$ cat src/rtl/c_pipe_active_ctrl_pkg.sv
// Shared definitions for the pipeline active-enable controller: width helpers
// and the statistics counter type.
package c_pipe_ctrl_pkg;

  localparam int STAT_W = 16;
  typedef logic [STAT_W-1:0] stat_cnt_t;

  function automatic int clog2(input int value);
    int r;
    int v;
    r = 0;
    v = value - 1;
    while (v > 0) begin
      r++;
      v = v >> 1;
    end
    return r;
  endfunction

  // The idle hold counter is never narrower than one bit, even for idle_hold=0.
  function automatic int hold_cnt_w(input int idle_hold);
    return (idle_hold < 1) ? 1 : clog2(idle_hold + 1);
  endfunction

endpackage

$ cat src/rtl/c_pipe_active_ctrl_if.sv
// Handshake, per-stage control and status bundle of c_pipe_active_ctrl.
// Stats signals exist only when C_PIPE_ACTIVE_CTRL_STATS_EN is defined.
interface c_pipe_active_ctrl_if
  import c_pipe_ctrl_pkg::*;
#(
  parameter int num_stages = 3
);
  logic                  in_valid;
  logic                  in_ready;
  logic                  out_valid;
  logic                  out_ready;
  logic                  flush;
  logic [num_stages-1:0] stage_active;
  logic [num_stages-1:0] stage_valid;
  logic                  busy;
`ifdef C_PIPE_ACTIVE_CTRL_STATS_EN
  stat_cnt_t                        stall_count;
  logic [clog2(num_stages+1)-1:0]   occupancy;

  modport master (
    output in_valid, out_ready, flush,
    input  in_ready, out_valid, stage_active, stage_valid, busy, stall_count, occupancy
  );
  modport slave (
    input  in_valid, out_ready, flush,
    output in_ready, out_valid, stage_active, stage_valid, busy, stall_count, occupancy
  );
`else
  modport master (
    output in_valid, out_ready, flush,
    input  in_ready, out_valid, stage_active, stage_valid, busy
  );
  modport slave (
    input  in_valid, out_ready, flush,
    output in_ready, out_valid, stage_active, stage_valid, busy
  );
`endif
endinterface

$ cat src/rtl/c_pipe_active_ctrl_stage.sv
// One stage of the controller: its valid bit, its link in the ready chain and
// the load enable for the matching datapath register.
module c_pipe_stage_ctrl (
  input  logic clk,
  input  logic reset,
  input  logic src_i,
  input  logic rdy_next_i,
  input  logic flush_i,
  output logic rdy_o,
  output logic active_o,
  output logic valid_o,
  output logic valid_d_o
);
  logic valid_q, valid_d;

  assign rdy_o    = ~valid_q | rdy_next_i;
  // Only real beats load the register; bubbles, flush and reset leave it idle.
  assign active_o = rdy_o & src_i & ~(flush_i | reset);

  // NOTE: every variable assigned in always_comb gets a default first, so no latch is inferred.
  always_comb begin
    valid_d = valid_q;
    if (flush_i)    valid_d = 1'b0;
    else if (rdy_o) valid_d = src_i;
  end

  // NOTE: sequential state uses non-blocking assignments; reset is asynchronous and active-high.
  always_ff @(posedge clk or posedge reset) begin
    if (reset) valid_q <= 1'b0;
    else       valid_q <= valid_d;
  end

  assign valid_o   = valid_q;
  assign valid_d_o = valid_d;
endmodule

$ cat src/rtl/c_pipe_active_ctrl.sv
// Sequencing controller for a chain of enable-gated pipeline registers, with
// busy hold-off. Define C_PIPE_ACTIVE_CTRL_STATS_EN for stall/occupancy stats.
module c_pipe_active_ctrl
  import c_pipe_ctrl_pkg::*;
#(
  parameter int num_stages = 3,
  parameter int idle_hold  = 4
) (
  input logic              clk,
  input logic              reset,
  c_pipe_active_ctrl_if.slave bus
);
  localparam int HOLD_W = hold_cnt_w(idle_hold);
  typedef logic [HOLD_W-1:0] hold_cnt_t;
  localparam hold_cnt_t HOLD_INIT = hold_cnt_t'(idle_hold);

  logic [num_stages:0]   rdy;
  logic [num_stages-1:0] src;
  logic [num_stages-1:0] active;
  logic [num_stages-1:0] valid_q;
  logic [num_stages-1:0] valid_d;
  logic                  occ, occ_next;
  hold_cnt_t             hold_q, hold_d;
  logic                  busy_q, busy_d;

  assign rdy[num_stages] = bus.out_ready;

  for (genvar i = 0; i < num_stages; i++) begin : g_stage
    if (i == 0) begin : g_head
      assign src[i] = bus.in_valid;
    end else begin : g_body
      assign src[i] = valid_q[i-1];
    end

    c_pipe_stage_ctrl u_stage (
      .clk        (clk),
      .reset      (reset),
      .src_i      (src[i]),
      .rdy_next_i (rdy[i+1]),
      .flush_i    (bus.flush),
      .rdy_o      (rdy[i]),
      .active_o   (active[i]),
      .valid_o    (valid_q[i]),
      .valid_d_o  (valid_d[i])
    );
  end

  assign bus.in_ready     = rdy[0] & ~bus.flush;
  assign bus.out_valid    = valid_q[num_stages-1];
  assign bus.stage_active = active;
  assign bus.stage_valid  = valid_q;
  assign bus.busy         = busy_q;

  assign occ      = |valid_q;
  assign occ_next = |valid_d;

  // Hold counter reloads while occupied and drains to zero once empty.
  always_comb begin
    hold_d = hold_q;
    if (occ)                 hold_d = HOLD_INIT;
    else if (hold_q != '0)   hold_d = hold_q - hold_cnt_t'(1);
    busy_d = occ_next | (hold_d != '0);
  end

  always_ff @(posedge clk or posedge reset) begin
    if (reset) begin
      hold_q <= '0;
      busy_q <= 1'b0;
    end else begin
      hold_q <= hold_d;
      busy_q <= busy_d;
    end
  end

`ifdef C_PIPE_ACTIVE_CTRL_STATS_EN
  localparam int OCC_W = clog2(num_stages + 1);

  stat_cnt_t        stall_q;
  logic [OCC_W-1:0] occ_cnt;

  // Saturating stall counter; flush deliberately leaves it alone.
  always_ff @(posedge clk or posedge reset) begin
    if (reset)                                                stall_q <= '0;
    else if (bus.out_valid && !bus.out_ready && stall_q != '1) stall_q <= stall_q + stat_cnt_t'(1);
  end

  always_comb begin
    occ_cnt = '0;
    for (int i = 0; i < num_stages; i++) occ_cnt = occ_cnt + OCC_W'(valid_q[i]);
  end

  assign bus.stall_count = stall_q;
  assign bus.occupancy   = occ_cnt;
`endif
endmodule

$ cat src/flat_wrapper.sv
// flat-port wrapper written by rule: the top's interface ports become plain ports
module c_pipe_active_ctrl_flat import c_pipe_ctrl_pkg::*;
#(
  parameter int num_stages = 3,
  parameter int idle_hold  = 4
)
  (clk, reset, bus_in_valid, bus_out_ready, bus_flush, bus_in_ready, bus_out_valid, bus_stage_active, bus_stage_valid, bus_busy);
  c_pipe_active_ctrl_if #(.num_stages(num_stages)) bus_i ();
  input logic clk;
  input logic reset;
  input wire logic [$bits(bus_i.in_valid)-1:0] bus_in_valid;
  input wire logic [$bits(bus_i.out_ready)-1:0] bus_out_ready;
  input wire logic [$bits(bus_i.flush)-1:0] bus_flush;
  output wire logic [$bits(bus_i.in_ready)-1:0] bus_in_ready;
  output wire logic [$bits(bus_i.out_valid)-1:0] bus_out_valid;
  output wire logic [$bits(bus_i.stage_active)-1:0] bus_stage_active;
  output wire logic [$bits(bus_i.stage_valid)-1:0] bus_stage_valid;
  output wire logic [$bits(bus_i.busy)-1:0] bus_busy;
  assign bus_i.in_valid = bus_in_valid;
  assign bus_i.out_ready = bus_out_ready;
  assign bus_i.flush = bus_flush;
  assign bus_in_ready = bus_i.in_ready;
  assign bus_out_valid = bus_i.out_valid;
  assign bus_stage_active = bus_i.stage_active;
  assign bus_stage_valid = bus_i.stage_valid;
  assign bus_busy = bus_i.busy;
  c_pipe_active_ctrl #(.num_stages(num_stages), .idle_hold(idle_hold)) u_core (.clk(clk), .reset(reset), .bus(bus_i));
endmodule
$ cat config.mk
export PLATFORM = sky130hd
export DESIGN_NAME = c_pipe_active_ctrl_flat
export DESIGN_NICKNAME = d
export VERILOG_FILES = /design/src/rtl/c_pipe_active_ctrl_pkg.sv /design/src/rtl/c_pipe_active_ctrl_if.sv /design/src/rtl/c_pipe_active_ctrl_stage.sv /design/src/rtl/c_pipe_active_ctrl.sv /design/src/flat_wrapper.sv
export SDC_FILE = /design/constraint.sdc
export NUM_CORES = 1
export LEC_CHECK = 0
export ABC_AREA = 1
export CORE_AREA = 3 3 40 42
export CTS_CLUSTER_SIZE = 8
export DETAILED_ROUTE_END_ITERATION = 6
export DIE_AREA = 0 0 43 45
export SLEW_MARGIN = 20
export SYNTH_ARGS = -nofsm -noshare
export SYNTH_HDL_FRONTEND = slang
export SYNTH_SLANG_ARGS = --single-unit
$ cat constraint.sdc
create_clock -name clk -period 1.6 [get_ports clk]
set_input_delay 0.16 -clock clk [delete_from_list [all_inputs] [get_ports clk]]
set_output_delay 0.16 -clock clk [all_outputs]
set_load 0.02 [all_outputs]
### Yosys cells after proc, flatten, opt, wreduce, memory -nomap -nowiden

Cells that the tools add are included.

* register bits: 7
* bits in latches: 0
* bits in writable memories: 0
* ROM bits: 0
* input bits: 5
* word-level logic and storage cells: 35
* memories kept: 0

* $add $sub $neg: 1
* $mul: 0
* div/mod/pow operators: 0
* $lt $le $gt $ge: 0
* eq/ne operators: 0
* shift-type cells: 0
* mux-type cells: 8
* bitwise gates (word level): 17
* reduce and logical (&&, ||, !) cells: 4

Operators by type and width (count)
* 1-bit AND: 7
* 1-bit two-way mux: 6
* 3-bit two-way mux: 2
* 3-bit nonzero test: 2
* 3-bit OR reduction: 2
* 1-bit NOT: 5
* 1-bit bitwise OR: 5
* 3-bit by 1-bit subtractor with 3-bit output (second input constant): 1

### Depth between registers and ports, before layout

Gate-level depths: netlist (run 1).

* depth in word-level cells: 8
* mapped depth: 8

### By module

A second synthesis (run 1) with hierarchy kept.

* cells, all modules: 68
* area, all modules: 473.0 sq um

By module, submodules not included
* c_pipe_active_ctrl: instances 1, cells an instance 35, area an instance 262.8 sq um, seq. area each 100.1 sq um
* c_pipe_stage_ctrl: instances 3, cells an instance 11, area an instance 70.1 sq um, seq. area each 25.0 sq um

### Least setup slack after synthesis (run 1)

OpenSTA, ideal clock, no wires.

* kind: register -> register
* from: register u_core.hold_q[0]
* to: register u_core.busy_q, in the netlist u_core.bus.busy
* library setup time: 130 ps
* arrival: 1180 ps
* required time: 1470 ps
* path slack: 291 ps
* cell stages (with the launch flop): 8
* cells stage by stage: dfrtp_1 inv_1 ha_1 ha_1 nand2_1 o21ai_1 o21ai_0 nand3_2

* word-level cells in the longest chain between the ends: 5

Ends and longest elaborated chain
* start, declared: line c_pipe_active_ctrl.sv:23 `hold_cnt_t hold_q, hold_d;`
* start signal, assigned: line c_pipe_active_ctrl.sv:70 `hold_q <= hold_d;`
* 3-bit by 1-bit subtractor with 3-bit output / 3-bit nonzero test (equally long branches): line c_pipe_active_ctrl.sv:61 `else if (hold_q != '0) hold_d = hold_q - hold_cnt_t'(1);`
* 3-bit two-way mux *: line c_pipe_active_ctrl.sv:61
* 3-bit two-way mux *: line c_pipe_active_ctrl.sv:60 `if (occ) hold_d = HOLD_INIT;`
* 3-bit nonzero test *: line c_pipe_active_ctrl.sv:62 `busy_d = occ_next | (hold_d != '0);`
* 1-bit bitwise OR *: line c_pipe_active_ctrl.sv:62
* named net u_core.busy_d: line c_pipe_active_ctrl.sv:24 `logic busy_q, busy_d;`
* end signal, assigned: line c_pipe_active_ctrl.sv:71 `busy_q <= busy_d;`
* end, declared: line c_pipe_active_ctrl.sv:24

Mark *: on every way through the listed nets, which the timed path passes. The rest lies on a longest branch.

### Final worst setup path (run 1)

* from: register u_core.g_stage[2].u_stage.valid_q
* to: output port bus_out_valid

RTL lines
* start, declared: line c_pipe_active_ctrl_stage.sv:14 `logic valid_q, valid_d;`
* start signal, assigned: line c_pipe_active_ctrl_stage.sv:30 `else valid_q <= valid_d;`
* end, declared: line flat_wrapper.sv:15 `output wire logic [$bits(bus_i.out_valid)-1:0] bus_out_valid;`

No word-level cell between the ends.

==> out/summary.txt, run 1 <==
Lkg Pwr - 0.344 nW
worst vdd ir - 737 uV
sequential fraction of the synthesis area - 0.393
vias per cell - 4.03
Tmin final - 1.52 ns
Setup-failing EPs final - 0
clk_skew - 0.00573 ns
total die area - 1940 um^2
vias in the first global route - 312
setup TNS - 0 ns
Yosys cell types - 18
Hold WC Path Type - in -> async
Ys Warns - 0
Slew Limit Fails - 0
Finished Cell Area - 608 um^2
buffers added on ports - 13
CTS root buffer - clkbuf_4
final hold vios - 0
FP Rows - 13
DR pass1 iterations - 3
Final period util - 0.948
I/O pin count - 14
die width - 43 um
Achievable Freq - 0.659 GHz
proportion of layout cells with a drive suffix above 1 - 0.194
worst-skew pair later-pin latency - 0.26 ns
Crit. End Element - primary output
final hold slack - 0.276 ns
Max-Cap Viols - 0
WP data required - 1.44 ns
actual slew at the worst max-slew pin - 0.252 ns
total area of sequential cells - 175 um^2
CTS Hold Buffers Added - 0
initial antenna violation count - 0
Mapped Area - 445 um^2
CTS buffer count - 3
Yosys reg bits - 7
Nets - 81
Total GRT Usage - 0.0934
WS Path Type - reg -> out
area post-placement - 587 um^2
Core Area - 1280 um^2
Starting Density - 0.347
largest net degree at the start of global routing - 8
Avg Inst Size Synth - 7.95 um^2
Die Ht - 45 um
GRT overflow - 0
Power Dens Cells - 1160 nW/um^2
CTS tree - done
residual DRC count - 0
RSZ-0062 raised after global routing - false
Fill cells - 140
half-perimeter wire length after placement - 639 um
status - finished clean
startpoint types - register
clk sink count - 7
via count - 351
# diodes - 0
post-synthesis net count - 64
Iter 0 DRT Violations - 2
CTS clock-pin slew for the worst setup and hold paths - 0.05 ns
area taken by multi-input logic gates - 165 um^2
drt total wl - 755 um
first-pass GRT wire length - 1260 um
Max-slew headroom - 0.832
GP Congestion - 0.714
crit path max fanout - 3
crit path DAT - 1.36 ns
htree depth - 1
CTS max path bufs - 2
synthesis-to-layout area growth - 36.5%
DRT antenna net count - 0
Cells after Synth - 56
Avg WL per Cell - 8.68 um
critical path, cell delays in order, from the launching register on:
cell and delay, ns:
dfrtp_1 0.36, buf_4 0.13, clkdlybuf4s50_1 0.60
layout by cell type (no fill, tap or decap), drive strengths merged, types with 3 or more instances in the layout:
master,count
inv,16
clkdlybuf4s50,9
nand2,9
dfrtp,7
buf,5
nor2,5
dlygate4sd2,4
clkbuf,4
ha,3
registers in the layout (all words and copies together) (netlist names):
| signal | flops |
|---|---|
| u_core.g_stage.u_stage.valid_o | 3 |
| u_core.hold_q | 3 |
| u_core.bus.busy | 1 |
routing by layer:
layer	vias up	routed length (um)	GRT usage
met4	0	23	0.0723
li1	191	-	-
met3	4	42	0.0478
met5	-	0	0
met1	150	328	0.107
met2	6	361	0.132
through the flow:
stage               cells   util  power [mW]  setup WS (ns)
floorplan              56      -       0.470          0.291
global placement       83  0.457       0.547         -0.112
detailed placement     83  0.457       0.553         -0.109
CTS                    87  0.473       0.718         0.0635
global route           87  0.473       0.771         0.0220
finish                 87  0.473       0.703         0.0831
cell usage after synthesis:
library cell / n / area share
nor2_1: 4 / 0.034
nand4_1: 1 / 0.014
o21a_1: 1 / 0.017
ha_1: 3 / 0.084
inv_2: 2 / 0.017
nor3_2: 1 / 0.022
buf_4: 6 / 0.10
o21ai_0: 1 / 0.011
a21oi_1: 2 / 0.022
nand2_1: 8 / 0.067
inv_1: 14 / 0.12
nand2_2: 1 / 0.014
nand3_2: 1 / 0.022
o21ai_1: 1 / 0.011
nor2_4: 1 / 0.025
and3_1: 1 / 0.014
nand3_1: 1 / 0.011
dfrtp_1: 7 / 0.39
power by group:
group / total (mW) / switching [mW] / internal, mW
Combinational: 0.298 / 0.167 / 0.131
Sequential: 0.245 / 0.0219 / 0.223
Clock: 0.159 / 0.0643 / 0.0951
Total: 0.703 / 0.253 / 0.449
cell type report:
| type | instances | area share |
|---|---|---|
| multi-input cells | 27 | 0.272 |
| well taps | 15 | 0.0309 |
| repair buffers | 18 | 0.267 |
| flip-flops and latches | 7 | 0.288 |
| inverters | 16 | 0.0988 |
| clock buffers | 4 | 0.0432 |
kinds of logic (layout without fill, tap and decap cells):
group | count (synthesis) | in the layout | share of synthesized area
and+or+nand+nor | 19 | 19 | 0.225
AOI/OAI and AO/OA | 5 | 5 | 0.0618
buffers and inverters | 22 | 38 | 0.236
DFF | 7 | 7 | 0.393
adders and majority gates | 3 | 3 | 0.0843
final timing paths:
path                                                             startpoint                                     endpoint  slack [ns]  cells past startpoint
worst min-delay path                                                  reset  u_core.g_stage[2].u_stage.valid_o$_DFF_PP0_        0.28                      3
worst max register to register                   u_core.hold_q[0]$_DFF_PP0_                    u_core.bus.busy$_DFF_PP0_        0.20                      7
min in group clk                                 u_core.hold_q[0]$_DFF_PP0_                   u_core.hold_q[0]$_DFF_PP0_        0.54                      2
worst max-delay path            u_core.g_stage[2].u_stage.valid_o$_DFF_PP0_                                bus_out_valid        0.08                      2
max in group asynchronous                                             reset                   u_core.hold_q[2]$_DFF_PP0_        1.12                      3
worst min register to register                   u_core.hold_q[0]$_DFF_PP0_                   u_core.hold_q[0]$_DFF_PP0_        0.54                      2
what timing repair did:
item / in CTS / in global routing
setup endpoints to repair: 4 / 1
setup buffers: 0 / 0
resized for setup: 4 / 1
Power figures use the tool's default switching activity.
==> run 2: changes to the inputs <==
ABC_CLOCK_PERIOD_IN_PS = 1600   (was unset)
==> results of run 2 <==
Same layout as run 1: the final DEF is identical, and so are final timing and power.
==> run 3: changes to the inputs <==
CORE_AREA = 2 2 39 41   (was 3 3 40 42)
DIE_AREA = 0 0 41 43   (was 0 0 43 45)
==> run 3 against run 2 <==
Compared with the run above: utilization shrank 3.8 points; maximum frequency increased by 2.7%; setup slack improved by 0.040 ns; critical path type unchanged; largest cell class unchanged.
==> out/summary.txt, run 3 (synthesized netlist as in run 1, its figures left out) <==
status - finished clean
CTS clock-pin slew for the worst setup and hold paths - 0.05 ns
crit path DAT - 1.32 ns
Tmin final - 1.48 ns
sequence of cells on the critical path - clkdlybuf4s50_1
first-pass GRT wire length - 1390 um
actual slew at the worst max-slew pin - 0.260 ns
Max-slew headroom - 0.826
largest net degree at the start of global routing - 8
dpl ws - -0.120 ns
Slew Limit Fails - 0
commonest non-fill, non-tap cell in the layout - inv_1
met1 usage - 0.139
# diodes - 0
DRT antenna net count - 0
met2 Use GR - 0.178
worst vdd ir - 569 uV
buffers added on ports - 13
synthesis-to-layout area growth - 35.1%
FP Rows - 14
CTS Hold Buffers Added - 0
CTS root buffer - clkbuf_4
proportion of layout cells with a drive suffix above 1 - 0.183
Finished Cell Area - 602 um^2
R2R depth - 7
area post-placement - 581 um^2
GP Congestion - 0.713
Final period util - 0.923
Total GRT Usage - 0.121
final setup margin - 0.123 ns
die width - 41 um
CTS tree - done
initial antenna violation count - 0
final hold slack - 0.308 ns
final hold vios - 0
vias in the first global route - 349
Nets - 80
Post-CTS Setup Bufs - 0
non-filler cells, final - 87
Avg WL per Cell - 8.92 um
vias per cell - 4.17
Setup-failing EPs final - 0
Slowest Stage Delay on Critical Path - 0.64 ns
Iter 0 DRT Violations - 4
Power Dens Cells - 1160 nW/um^2
Max-Cap Viols - 0
most frequent cells in the layout - 14 x inv_1, 9 x clkdlybuf4s50_1, 8 x nand2_1
busiest grt layer - met2
worst-skew pair later-pin latency - 0.25 ns
clk_skew - 0.00828 ns
startpoint types - register
slowest CP cell - clkdlybuf4s50_1
DR pass1 iterations - 2
Lkg Pwr - 0.339 nW
residual DRC count - 0
Hold WC Path Type - in -> async
crit path max fanout - 5
total die area - 1760 um^2
Core Area - 1380 um^2
Stages on worst setup path - 1
via count - 363
drt total wl - 776 um
WP data required - 1.44 ns
dpl cells - 83
clk sink count - 7
I/O pin count - 14
Crit. End Element - primary output
grt met3 use - 0.0471
Starting Density - 0.322
CTS buffer count - 3
CTS max path bufs - 2
half-perimeter wire length after placement - 662 um
crit path buf inv count - 1
Achievable Freq - 0.677 GHz
Worst path top cell family by delay - buffers and inverters
RSZ-0062 raised after global routing - false
Die Ht - 43 um
WS Path Type - reg -> out
htree depth - 1
GRT overflow - 0
[run 3: timing repair]
action	in CTS	in global routing
pin swaps	0	0
endpoints found under the setup margin	4	1
resized for setup	4	1
[run 3: per-layer routing]
| layer | vias up | wire length [um] |
|---|---|---|
| met4 | 0 | 19 |
| li1 | 188 | - |
| met1 | 168 | 330 |
| met5 | - | 0 |
| met2 | 5 | 410 |
| met3 | 2 | 16 |
[run 3: worst register-to-register path, cell delays in order, from the launching register on]
cell	delay, ns
dfrtp_1	0.34
inv_1	0.06
ha_1	0.21
ha_1	0.23
nand2_1	0.07
o21ai_1	0.07
o21ai_1	0.19
nand3_2	0.07
[run 3: path summary, 6_finish.rpt]
path / end / slack [ns] / startpoint
worst max-delay path: bus_stage_valid[0] / 0.12 / u_core.g_stage[0].u_stage.valid_o$_DFF_PP0_
worst min-delay path: u_core.g_stage[1].u_stage.valid_o$_DFF_PP0_ / 0.31 / reset
worst max register to register: u_core.bus.busy$_DFF_PP0_ / 0.22 / u_core.hold_q[0]$_DFF_PP0_
worst min register to register: u_core.hold_q[0]$_DFF_PP0_ / 0.56 / u_core.hold_q[0]$_DFF_PP0_
max in group asynchronous: u_core.bus.busy$_DFF_PP0_ / 1.08 / reset
min in group clk: u_core.hold_q[0]$_DFF_PP0_ / 0.56 / u_core.hold_q[0]$_DFF_PP0_
[run 3: cell type report]
class | instances | area (um^2)
fill | 145 | 782
tap | 16 | 20.0
timing repair buffer | 17 | 155
inverter | 16 | 60.1
sequential | 7 | 175
clock buffer | 4 | 26.3
multi-input combinational | 27 | 165
[run 3: per-stage QoR]
step,TNS (ns),util,total power [mW]
after global placement,-0.373,0.420,0.544
after floorplan,0,-,0.470
final,0,0.435,0.698
after detailed placement,-0.362,0.420,0.552
after global routing,0,0.435,0.780
after CTS,0,0.435,0.713
[run 3: where the power goes]
part	switching (mW)	internal, mW
clock	0.0600	0.0949
combinational	0.165	0.131
sequential	0.0237	0.223
